**src/rtl/ecg_sample_streamer.sv**
```systemverilog
// UART-byte to fixed-rate ECG sample source: little-endian assembler, sample FIFO, tick-paced FILL/RUN release.
// Define ECG_STREAMER_HOLD_LAST_EN to keep the data_valid strobe on underrun ticks (repeats last value).
module ecg_sample_streamer #(
  parameter int DATA_W       = 11,
  parameter int FIFO_DEPTH   = 16,
  parameter int SAMPLE_DIV   = 100000,
  parameter int BYTE_TIMEOUT = 50000
) (
  input  logic                               clk,
  input  logic                               nrst,
  input  logic                               ce,
  input  logic [7:0]                         rx_data,
  input  logic                               rx_valid,
  input  logic                               clr_flags,
  output logic [DATA_W-1:0]                  ecg_value,
  output logic                               data_valid,
  output logic [$clog2(FIFO_DEPTH+1)-1:0]    fifo_level,
  output logic                               running,
  output logic                               overflow,
  output logic                               underrun
);

  localparam int LVL_W  = $clog2(FIFO_DEPTH + 1);
  localparam int PTR_W  = $clog2(FIFO_DEPTH);
  localparam int TICK_W = $clog2(SAMPLE_DIV);
  localparam int TO_W   = $clog2(BYTE_TIMEOUT + 1);

  localparam logic [TICK_W-1:0] TICK_LAST = TICK_W'(SAMPLE_DIV - 1);
  localparam logic [TO_W-1:0]   TO_LAST   = TO_W'(BYTE_TIMEOUT - 1);
  localparam logic [LVL_W-1:0]  LVL_FULL  = LVL_W'(FIFO_DEPTH);
  localparam logic [LVL_W-1:0]  LVL_HALF  = LVL_W'(FIFO_DEPTH / 2);

  localparam logic [0:0] ST_FILL = 1'b0;
  localparam logic [0:0] ST_RUN  = 1'b1;

  // Byte assembler
  logic              asm_high_q, asm_high_d;
  logic [7:0]        low_byte_q, low_byte_d;
  logic [TO_W-1:0]   to_cnt_q, to_cnt_d;
  logic              push_req;
  logic [DATA_W-1:0] push_data;

  // Tick counter
  logic [TICK_W-1:0] tick_cnt_q, tick_cnt_d;
  logic              tick;

  // FIFO
  logic [DATA_W-1:0] mem [FIFO_DEPTH];
  logic [PTR_W-1:0]  wr_ptr_q, wr_ptr_d;
  logic [PTR_W-1:0]  rd_ptr_q, rd_ptr_d;
  logic [LVL_W-1:0]  level_q, level_d;
  logic              fifo_empty, fifo_full;
  logic              push_ok, pop;

  // Sequencer, outputs and flags
  logic [0:0]        state_q, state_d;
  logic [DATA_W-1:0] ecg_value_q;
  logic              data_valid_q, data_valid_d;
  logic              overflow_q, overflow_d;
  logic              underrun_q, underrun_d;
  logic              overflow_set, underrun_set;

  // High byte only contributes its low DATA_W-8 bits; the rest is ignored.
  assign push_data = {rx_data[DATA_W-9:0], low_byte_q};

  always_comb begin
    asm_high_d = asm_high_q;
    low_byte_d = low_byte_q;
    to_cnt_d   = to_cnt_q;
    push_req   = 1'b0;
    if (rx_valid) begin
      if (asm_high_q) begin
        push_req   = 1'b1;
        asm_high_d = 1'b0;
      end else begin
        low_byte_d = rx_data;
        asm_high_d = 1'b1;
        to_cnt_d   = '0;
      end
    end else if (asm_high_q) begin
      if (to_cnt_q == TO_LAST) begin
        asm_high_d = 1'b0;
      end else begin
        to_cnt_d = to_cnt_q + TO_W'(1);
      end
    end
  end

  assign tick = ce && (tick_cnt_q == TICK_LAST);

  always_comb begin
    tick_cnt_d = tick_cnt_q;
    if (ce) begin
      tick_cnt_d = tick ? '0 : tick_cnt_q + TICK_W'(1);
    end
  end

  assign fifo_empty = (level_q == '0);
  assign fifo_full  = (level_q == LVL_FULL);

  always_comb begin
    state_d      = state_q;
    pop          = 1'b0;
    underrun_set = 1'b0;
    data_valid_d = 1'b0;
    if (state_q == ST_RUN) begin
      if (tick) begin
        if (!fifo_empty) begin
          pop          = 1'b1;
          data_valid_d = 1'b1;
        end else begin
          underrun_set = 1'b1;
          state_d      = ST_FILL;
`ifdef ECG_STREAMER_HOLD_LAST_EN
          data_valid_d = 1'b1;
`endif
        end
      end
    end else if (ce && (level_q >= LVL_HALF)) begin
      state_d = ST_RUN;
    end
  end

  // A pop in the same cycle frees the slot, so a full FIFO can still accept.
  assign push_ok      = push_req && (!fifo_full || pop);
  assign overflow_set = push_req && fifo_full && !pop;

  always_comb begin
    wr_ptr_d = push_ok ? wr_ptr_q + PTR_W'(1) : wr_ptr_q;
    rd_ptr_d = pop ? rd_ptr_q + PTR_W'(1) : rd_ptr_q;
    case ({push_ok, pop})
      2'b10:   level_d = level_q + LVL_W'(1);
      2'b01:   level_d = level_q - LVL_W'(1);
      default: level_d = level_q;
    endcase
  end

  assign overflow_d = overflow_set | (overflow_q & ~clr_flags);
  assign underrun_d = underrun_set | (underrun_q & ~clr_flags);

  always_ff @(posedge clk) begin
    if (nrst && push_ok) begin
      mem[wr_ptr_q] <= push_data;
    end
  end

  always_ff @(posedge clk) begin
    if (!nrst) begin
      asm_high_q   <= 1'b0;
      low_byte_q   <= '0;
      to_cnt_q     <= '0;
      tick_cnt_q   <= '0;
      wr_ptr_q     <= '0;
      rd_ptr_q     <= '0;
      level_q      <= '0;
      state_q      <= ST_FILL;
      ecg_value_q  <= '0;
      data_valid_q <= 1'b0;
      overflow_q   <= 1'b0;
      underrun_q   <= 1'b0;
    end else begin
      asm_high_q   <= asm_high_d;
      low_byte_q   <= low_byte_d;
      to_cnt_q     <= to_cnt_d;
      tick_cnt_q   <= tick_cnt_d;
      wr_ptr_q     <= wr_ptr_d;
      rd_ptr_q     <= rd_ptr_d;
      level_q      <= level_d;
      state_q      <= state_d;
      data_valid_q <= data_valid_d;
      overflow_q   <= overflow_d;
      underrun_q   <= underrun_d;
      if (pop) begin
        ecg_value_q <= mem[rd_ptr_q];
      end
    end
  end

  assign ecg_value  = ecg_value_q;
  assign data_valid = data_valid_q;
  assign fifo_level = level_q;
  assign running    = (state_q == ST_RUN);
  assign overflow   = overflow_q;
  assign underrun   = underrun_q;

endmodule

```
**config.mk**
```make
export PLATFORM = sky130hd
export DESIGN_NAME = ecg_sample_streamer
export DESIGN_NICKNAME = d
export VERILOG_FILES = /design/src/rtl/ecg_sample_streamer.sv
export SDC_FILE = /design/constraint.sdc
export NUM_CORES = 1
export LEC_CHECK = 0
export CAP_MARGIN = 20
export CORE_MARGIN = 1
export CORE_UTILIZATION = 65
export DETAILED_ROUTE_END_ITERATION = 8
export PLACE_DENSITY = 0.84
export SETUP_SLACK_MARGIN = 0.3
export SYNTH_ARGS = -nofsm -noshare
export SYNTH_HDL_FRONTEND = slang
export SYNTH_SLANG_ARGS = --single-unit
export TNS_END_PERCENT = 20
```
**constraint.sdc**
```tcl
create_clock -name clk -period 5.5 [get_ports clk]
set_input_delay 0.825 -clock clk [delete_from_list [all_inputs] [get_ports clk]]
set_output_delay 0.825 -clock clk [all_outputs]
set_load 0.03 [all_outputs]
```
==> results_dict.tcl, run 1 <==
set metrics [dict create \
    crit_type "primary input to flip-flop" \
    initial_core_util_pct 66.1 \
    cp-start-kind "primary input" \
    finalNonFillerCells 898 \
    overflow 0 \
    crit_path_start "rx_valid" \
    highest_layer "met4" \
    peakVddDrop_v 0.000293 \
    outcome "completed" \
    h-tree-depth 1 \
    grt_pass1_wl_microns 35400 \
    worst_pin_slew_ps 1050 \
    arrival_ps 4000 \
    grt_pass1_vias 5966 \
    clk_pin_slew_ps 60 \
    diodes 0 \
    clk_path_buf_depth 3 \
    power_density_nw_per_um2 352 \
    portBuffers 32 \
    cts-root-buf "clkbuf_16" \
    worstPathRequired_ps 5960 \
    area.sequential_sq_um 6690 \
    rows 45 \
    yosys.area.top_type_share_pct 52.8 \
    nets 714 \
    die_width_microns 126 \
    fmax_ghz 0.282 \
    pin_count 33 \
    met1_length_microns 8840 \
    synth_nets 682 \
    cts_setup_buffers 0 \
    syn_area_sq_um 10000 \
    fillers 820 \
    cpPeakStageDelay_ps 490 \
    yosysTopAreaCell "edfxtp_1" \
    yosys.cell_types.count 52 \
    wl_per_cell_microns 26.4 \
    rsz0062_at_grt "false" \
    drc 0 \
    regToRegSetupSlack_ps 2110 \
    multiInputGateArea_sq_um 3160 \
    synth-async-reset-ratio_pct 0 \
    cts_buffers 24 \
    postSynthCellCount 660 \
    clock-skew-final_ps 15.9 \
    finalSetupViolations 0 \
    dp_hpwl_microns 14500 \
    antenna_found_initial 0 \
    syn_avg_cell_area_sq_um 15.2 \
    slew_headroom_pct 29.6 \
    cts_hold_buf 0 \
    ys_top_cells_by_area "edfxtp_1 53%, dfxtp_1 14%, mux4_2 12%" \
    dr.first_iter.drc_count 719 \
    finalSetupTns_ps 0 \
    core_area_sq_um 15100 \
    r2r_start "tick_cnt_q[3]" \
    via_per_inst 6.88 \
    wl_met3_microns 2590 \
    drive_above_1_share_pct 16.5 \
    firstDrtPassIters 5 \
    die_y_microns 126 \
    dp.cells 852 \
    grt_usage_pct 30.7 \
    cpMaxStageDelayCell "clkdlybuf4s50_1" \
    met2WireLength_microns 11300 \
    cts_resized 0 \
    synthFlopType "edfxtp_1" \
    synth_seq_area_share_pct 66.8 \
    synth_seq_cells 246 \
    hold_path.class "flip-flop to flip-flop" \
    min_period_over_period_pct 64.4 \
    routed_wirelength_microns 23700 \
    slew_violations 0 \
    gp_congestion 0.878 \
    antenna_left 0 \
    endpoint_kind "flip-flop" \
    report.power.total_uw 4020 \
    crit_path_max_fanout 9 \
    grt_max_degree 48 \
    die_area_sq_um 15900 \
    clock-sinks 246 \
    synth_edf_count 176 \
    fin_crit_ps 3540 \
    crit_chain "clkdlybuf4s50_1 -> and2_1 -> a21oi_1 -> nand3_1 -> nand2_1 -> nand2_1 -> ha_1 -> or3_1 -> a21oi_1 -> nand4_1 -> or2_2 -> nand4_1" \
    yosysWarnings 0 \
    report.final.hold_viol_count 0 \
    p_leak_uw 0.00364 \
    cts_tree "yes" \
    cap_viol_max_count 0 \
    hold_path.startpoint "ecg_value[4]" \
    syn2layout_area_growth_pct 14.3 \
    via_count 6174 \
    insertion_delay_ps 530 \
]
==> per-layer routing <==
metal	vias to the layer above	global-route usage, %
met5	-	0
met4	0	12.4
met3	68	6.75
met2	410	48.4
met1	3077	42.3
li1	2619	-
==> power breakdown <==
part	leakage (uW)	internal, uW	switching, uW	total, uW
clock network	0.000438	1180	708	1890
logic	0.00103	33.6	71.7	105
registers	0.00218	2000	31.3	2030
==> layout by cell type (no fill, tap or decap), types with 3 or more instances in the layout <==
cell	n
clkbuf_16	24
nand2b_1	5
nand4b_1	4
and3_1	10
and4_1	7
edfxtp_1	176
a21oi_1	26
mux2i_1	4
dfxtp_1	68
xor2_1	15
or3_1	3
a21o_1	3
nand4_1	11
buf_4	8
clkdlybuf4s50_1	32
o21ai_0	6
ha_1	9
o2111ai_1	3
clkbuf_1	3
inv_1	10
nand2_1	58
nor2_1	56
nor3_1	5
bufinv_16	8
nor2b_1	3
xnor2_1	12
a41oi_1	3
mux4_2	55
o2bb2ai_1	11
nor4_2	5
a211oi_1	5
nand3_1	22
==> cell usage after synthesis, types with 2 or more instances <==
cell type / instances
a211oi_1: 5
a21o_1: 3
a21oi_1: 26
a41oi_1: 3
and2_1: 2
and3_1: 10
and4_1: 7
buf_2: 10
clkbuf_1: 23
dfxtp_1: 70
edfxtp_1: 176
ha_1: 9
inv_1: 10
mux2i_1: 4
mux4_2: 55
nand2_1: 58
nand2b_1: 5
nand3_1: 22
nand4_1: 11
nand4b_1: 4
nor2_1: 56
nor2b_1: 3
nor3_1: 5
nor4_1: 5
o2111ai_1: 3
o21ai_0: 6
o21ai_1: 2
o2bb2ai_1: 11
o31ai_1: 2
or2_2: 2
or3_1: 3
or4_1: 2
or4b_1: 2
or4bb_1: 2
xnor2_1: 12
xor2_1: 15
==> final timing paths <==
kind	end	depth (start not counted)
setup / recovery	fifo_level[4]	12
hold / removal	ecg_value[4]	2
setup reg to reg	fifo_level[4]	11
hold reg to reg	ecg_value[4]	2
==> cells by family after synthesis <==
| family | share of synthesized area, % |
|---|---|
| adders and majority gates | 1.12 |
| AOI/OAI and AO/OA | 4.77 |
| buffers and inverters | 1.92 |
| muxes | 12.9 |
| DFF | 66.8 |
| xor gates and xnor gates | 2.36 |
| and+or+nand+nor | 10.2 |
==> stage by stage <==
stage	util, %	hold WS [ps]	setup WS (ps)	area, sq um
after global routing	75.6	485	1840	11400
after CTS	75.4	463	2050	11400
after detailed placement	69.3	455	1480	10500
after global placement	69.3	450	1740	10500
final	75.6	461	1960	11400
after floorplan	-	447	1960	10000
==> worst max-delay path: cells and delay by family <==
| family | cells | cell delay (ps) |
|---|---|---|
| buffers and inverters | 1 | 490 |
| AO/OA/AOI/OAI | 2 | 630 |
| adder cells (fa/ha/maj) | 1 | 240 |
| AND/OR/NAND/NOR | 8 | 1820 |
==> sequential cells by signal (all words and copies together) (netlist names) <==
register    count
mem           176
tick_cnt_q     17
to_cnt_q       16
ecg_value      11
low_byte_q      8
fifo_level      5
rd_ptr_q        4
wr_ptr_q        4
asm_high_q      1
data_valid      1
overflow        1
running         1
underrun        1
==> cell type report <==
type / instances / area share (%)
repair buffers: 41 / 3.50
multi-input cells: 369 / 27.6
clock buffers: 27 / 5.35
inverters: 10 / 0.328
clock inverters: 17 / 2.69
flip-flops and latches: 246 / 58.5
well taps: 188 / 2.06
No activity file was read; power rests on OpenSTA's default activity.
==> run 2: changes to the inputs <==
CORE_UTILIZATION = 61   (was 65)
PLACE_DENSITY = 0.79   (was 0.84)
clock period = 3.6 ns   (was 5.5 ns; I/O delays follow)
==> run 2 against run 1 <==
  * Die area grew 6.5%
  * Global-route usage down 3.3 points
  * First-iteration DRC count down 25%
  * Register-to-register slack got worse by 1500 ps
  * Sequential share of layout area shrank 0.29 points
  * Via count decreased by 2.9%
  * Sequential power is 52% higher
  * Combinational power up 55%
  * Clock power is 34% higher
  * Cell count increased by 5.2%
==> results_dict.tcl, run 2 (same netlist as run 1, synthesis figures left out) <==
set metrics [dict create \
    outcome "completed" \
    crit_type "flip-flop to flip-flop" \
    finalNonFillerCells 945 \
    nets 734 \
    grt_pass1_wl_microns 33700 \
    dp.cells 902 \
    die_y_microns 130 \
    pwr-share-comb_pct 2.8 \
    pin_count 33 \
    cts_setup_buffers 0 \
    worstPathRequired_ps 4060 \
    highest_layer "met5" \
    cts-root-buf "clkbuf_16" \
    syn2layout_area_growth_pct 14.8 \
    hold_path.class "flip-flop to flip-flop" \
    cpMaxStageDelayCell "nor3_1" \
    slew_violations 0 \
    drive_above_1_share_pct 17.4 \
    drc 0 \
    report.final.hold_viol_count 0 \
    rsz0062_at_grt "false" \
    min_path_cells 2 \
    dp_hpwl_microns 13700 \
    report.power.total_uw 5780 \
    grt_max_degree 30 \
    pwr-share-seq_pct 53.4 \
    regToRegSetupSlack_ps 600 \
    top_register "mem" \
    cpPeakStageDelay_ps 520 \
    worst_pin_slew_ps 876 \
    peakVddDrop_v 0.000410 \
    clock-skew-final_ps 11.5 \
    via_per_inst 6.34 \
    p_leak_uw 0.00369 \
    mostFrequentLayoutCell "edfxtp_1" \
    power_density_nw_per_um2 503 \
    cts_hold_buf 0 \
    finalSetupViolations 0 \
    reg_top3 "mem x176, tick_cnt_q x17, to_cnt_q x16" \
    fillers 993 \
    wl_met3_microns 1590 \
    most-common-layout-cells "176 x edfxtp_1, 68 x dfxtp_1, 58 x nand2_1, 56 x nor2_1, 55 x mux4_2" \
    cts_tree "yes" \
    diodes 0 \
    min_period_over_period_pct 83.3 \
    dr.first_iter.drc_count 541 \
    met2WireLength_microns 10700 \
    arrival_ps 3460 \
    hold_path.startpoint "ecg_value[6]" \
    power_switching_uw 1170 \
    grt_usage_pct 27.4 \
    crit_chain "nor3_1 -> and4_1 -> nand3_1 -> nand2_1 -> nand2_1 -> ha_1 -> or3_1 -> a21oi_1 -> nand4_1 -> or2_2 -> nand4_1" \
    whs_endpoint "ecg_value[6]" \
    firstDrtPassIters 5 \
    endpoint_kind "flip-flop" \
    cts_resized 0 \
    insertion_delay_ps 520 \
    clock-sinks 246 \
    via_count 5993 \
    grt_pass1_vias 5859 \
    crit_path_max_fanout 6 \
    core_area_sq_um 15900 \
    die_width_microns 130 \
    r2r_start "tick_cnt_q[11]" \
    fmax_ghz 0.333 \
    wl_per_cell_microns 23.1 \
    rr_worst_depth 11 \
    antenna_found_initial 2 \
    die_area_sq_um 16900 \
    overflow 0 \
    met1_length_microns 8940 \
    finalSetupTns_ps 0 \
    timing.rr.end "fifo_level[4]" \
    clk_pin_slew_ps 60 \
    portBuffers 32 \
    cap_viol_max_count 0 \
    gp_congestion 0.833 \
    routed_wirelength_microns 21800 \
    slew_headroom_pct 41.4 \
    initial_core_util_pct 62.8 \
    swShare_pct 20.2 \
    intPower_uw 4620 \
    clk_path_buf_depth 3 \
    antenna_left 0 \
    largest_reg_flops 176 \
    h-tree-depth 1 \
    cp-start-kind "flip-flop" \
    fin_crit_ps 3000 \
    pwr-share-clk_pct 43.7 \
    rows 46 \
    cts_buffers 24 \
]
[run 2: layout make-up]
type	count	area (sq um)	share of cell area (%)
clock buffers	29	619	5.39
clock inverters	14	171	1.49
inverters	10	37.5	0.326
multi-input cells	369	3160	27.5
flip-flops and latches	246	6690	58.2
well taps	216	270	2.35
repair buffers	61	551	4.79
[run 2: per-layer routing]
metal / track usage [%] / vias up
li1: - / 2663
met1: 38.1 / 3036
met2: 44.1 / 245
met3: 5.37 / 47
met4: 8.62 / 2
met5: 0 / -
[run 2: power by group through the flow]
stage          Combinational (uW)  Sequential, uW  Clock, uW
3_5_place_dp                  162            3150          0
6_report                      163            3090       2530
3_3_place_gp                  157            3150          0
5_1_grt                       178            3090       2680
2_1_floorplan                82.7            3140          0
4_1_cts                       164            3090       2560
[run 2: worst max path at each step]
stage	start	end	slack, ps	depth (start not counted)
after floorplan	ce	mem[0][0]	340	8
after global placement	ce	fifo_level[4]	330	12
after detailed placement	ce	fifo_level[4]	260	12
after CTS	tick_cnt_q[11]	fifo_level[4]	630	11
after global routing	tick_cnt_q[11]	fifo_level[4]	390	11
final	tick_cnt_q[11]	fifo_level[4]	600	11
[run 2: stage by stage]
step	hold WS (ps)	instance area (sq um)	utilization [%]	setup slack [ps]
floorplan	447	10000	-	345
global placement	448	10700	67.2	329
detailed placement	457	10700	67.2	258
CTS	465	11500	72.1	635
global route	491	11500	72.1	390
finish	463	11500	72.1	600
[run 2: critical path, delay by kind of cell, from the launching register on]
family                     cells  cell delay [ps]
AOI/OAI and AO/OA              1              150
adders and majority gates      1              240
DFF                            1              350
and+or+nand+nor                9             2200
==> run 3: changes to the inputs <==
clock period = 3.1 ns   (was 3.6 ns; I/O delays follow)
==> run 3 against run 2 <==
  * Die area unchanged
  * Sequential power rose by 16%
  * Utilization increased by 0.92 points
  * Via count grew 3.1%
  * Register-to-register slack lost 180 ps
  * Worst hold slack gained 4.5 ps
  * Clock-buffer cell count increased by 9
  * Sequential cell count unchanged
  * Clock power grew 10%
  * Cell count increased by 2.0%
  * Total power grew 14%
  * Non-clock buffer count rose by 16
  * Critical path type unchanged
  * Highest routed layer is now met4
==> results_dict.tcl, run 3 (same netlist as run 1, synthesis figures left out) <==
set metrics [dict create \
    die_width_microns 130 \
    peakVddDrop_v 0.000398 \
    grt_max_degree 48 \
    worst_pin_slew_ps 914 \
    outcome "completed" \
    dp.cells 917 \
    firstDrtPassIters 5 \
    crit_chain "ha_2 -> and4_4 -> and4_1 -> nand3_1 -> nand2_1 -> nand2_1 -> ha_2 -> or3_1 -> a21oi_2 -> nand4_1 -> or2_2 -> nand4_1" \
    diodes 0 \
    met1_usage_pct 38.6 \
    routed_wirelength_microns 22400 \
    arrival_ps 3130 \
    cpPeakStageDelay_ps 360 \
    gr-usage-met2_pct 46.7 \
    slew_headroom_pct 39.0 \
    power_density_nw_per_um2 565 \
    syn2layout_area_growth_pct 16.3 \
    cts_buffers 25 \
    initial_core_util_pct 62.8 \
    core_area_sq_um 15900 \
    top_register "mem" \
    crit_type "flip-flop to flip-flop" \
    fmax_ghz 0.374 \
    rsz0062_at_grt "false" \
    via_count 6176 \
    drc 0 \
    clock-skew-final_ps 15.0 \
    insertion_delay_ps 530 \
    report.final.hold_viol_count 0 \
    grt_pass1_vias 6086 \
    clk_pin_slew_ps 60 \
    endpoint_kind "flip-flop" \
    gp_congestion 0.926 \
    busiest_layer "met2" \
    mostFrequentLayoutCell "edfxtp_1" \
    reg_top3 "mem x176, tick_cnt_q x17, to_cnt_q x16" \
    portBuffers 32 \
    area.sequential_sq_um 6690 \
    finalNonFillerCells 964 \
    dp_hpwl_microns 14000 \
    globalRouteMet3Util_pct 5.08 \
    hold_path.class "flip-flop to flip-flop" \
    die_y_microns 130 \
    nets 751 \
    crit_path_max_fanout 5 \
    worstPathRequired_ps 3560 \
    cts_hold_buf 0 \
    cts_tree "yes" \
    largest_reg_flops 176 \
    wl_per_cell_microns 23.2 \
    p_leak_uw 0.00378 \
    die_area_sq_um 16900 \
    drive_above_1_share_pct 21.1 \
    cp-start-kind "flip-flop" \
    dr.first_iter.drc_count 763 \
    most-common-layout-cells "176 x edfxtp_1, 65 x dfxtp_1, 58 x nand2_1, 56 x nor2_1, 55 x mux4_2" \
    clock-sinks 246 \
    grt_usage_pct 28.4 \
    fillers 985 \
    h-tree-depth 1 \
    finalSetupViolations 0 \
    antenna_left 0 \
    rows 46 \
    utilization_pct 73.0 \
    multiInputGateArea_sq_um 3200 \
    pin_count 33 \
    cts-root-buf "clkbuf_16" \
    min_period_over_period_pct 86.3 \
    via_per_inst 6.41 \
    grt_pass1_wl_microns 34800 \
    cpMaxStageDelayCell "dfxtp_2" \
    overflow 0 \
    antenna_found_initial 0 \
    cap_viol_max_count 0 \
    slew_violations 0 \
    fin_crit_ps 2680 \
    clk_path_buf_depth 3 \
]
-- run 3: cell count changes in the layout (fill, tap and decap cells not counted), moves of 3 or more --
| cell | delta |
|---|---|
| buf_4 | +15 |
| bufinv_16 | -4 |
| clkbuf_1 | +3 |
| clkinv_1 | -7 |
| clkinv_2 | +3 |
| dfxtp_1 | -3 |
| dfxtp_2 | +3 |
-- run 3: power by group --
part | switching (uW) | internal [uW]
clock | 1190 | 1610
sequential | 43.9 | 3540
combinational | 125 | 72.2
total | 1350 | 5220
-- run 3: through the flow --
| stage | setup WS (ps) | cell area (sq um) | hold WS (ps) | power, uW | setup TNS, ps |
|---|---|---|---|---|---|
| final | 424 | 11600 | 467 | 6580 | 0 |
| after global routing | 312 | 11600 | 485 | 6770 | 0 |
| after CTS | 309 | 11600 | 467 | 6610 | 0 |
| after detailed placement | 54.2 | 10800 | 460 | 3850 | 0 |
| after global placement | 236 | 10800 | 450 | 3830 | 0 |
| after floorplan | -80.0 | 10000 | 447 | 3740 | -3520 |
-- run 3: area by class of cell --
cell class	instances	share of cell area (%)
inverters	10	0.322
clock buffers	38	6.19
flip-flops and latches	246	57.5
repair buffers	77	5.87
multi-input cells	369	27.4
clock inverters	8	0.398
well taps	216	2.32
-- run 3: worst max-delay path, delay by kind of cell (launching register included) --
kind / cells / cell delay (ps)
compound gates: 1 / 170
simple gates: 9 / 1680
fa+ha+maj: 2 / 420
flops: 1 / 360
-- run 3: worst paths after layout --
kind / start / to / slack [ps] / depth (start not counted)
max reg2reg: tick_cnt_q[0] / fifo_level[4] / 420 / 12
min reg2reg: ecg_value[5] / ecg_value[5] / 470 / 2
max: tick_cnt_q[0] / fifo_level[4] / 420 / 12
min: ecg_value[5] / ecg_value[5] / 470 / 2
-- run 3: layer usage --
metal,vias to the layer above,part of all wire (%)
met5,-,0
met4,0,2.0
met2,321,50
met1,3122,39
met3,38,8.3
li1,2695,-
-- run 3: repair_timing --
| item | CTS | global route |
|---|---|---|
| endpoints found under the setup margin | 1 | 10 |
| buffers inserted | 0 | 1 |
| pin swaps | 0 | 2 |
| resized for setup | 1 | 9 |
| endpoints found under the hold margin | 0 | 0 |
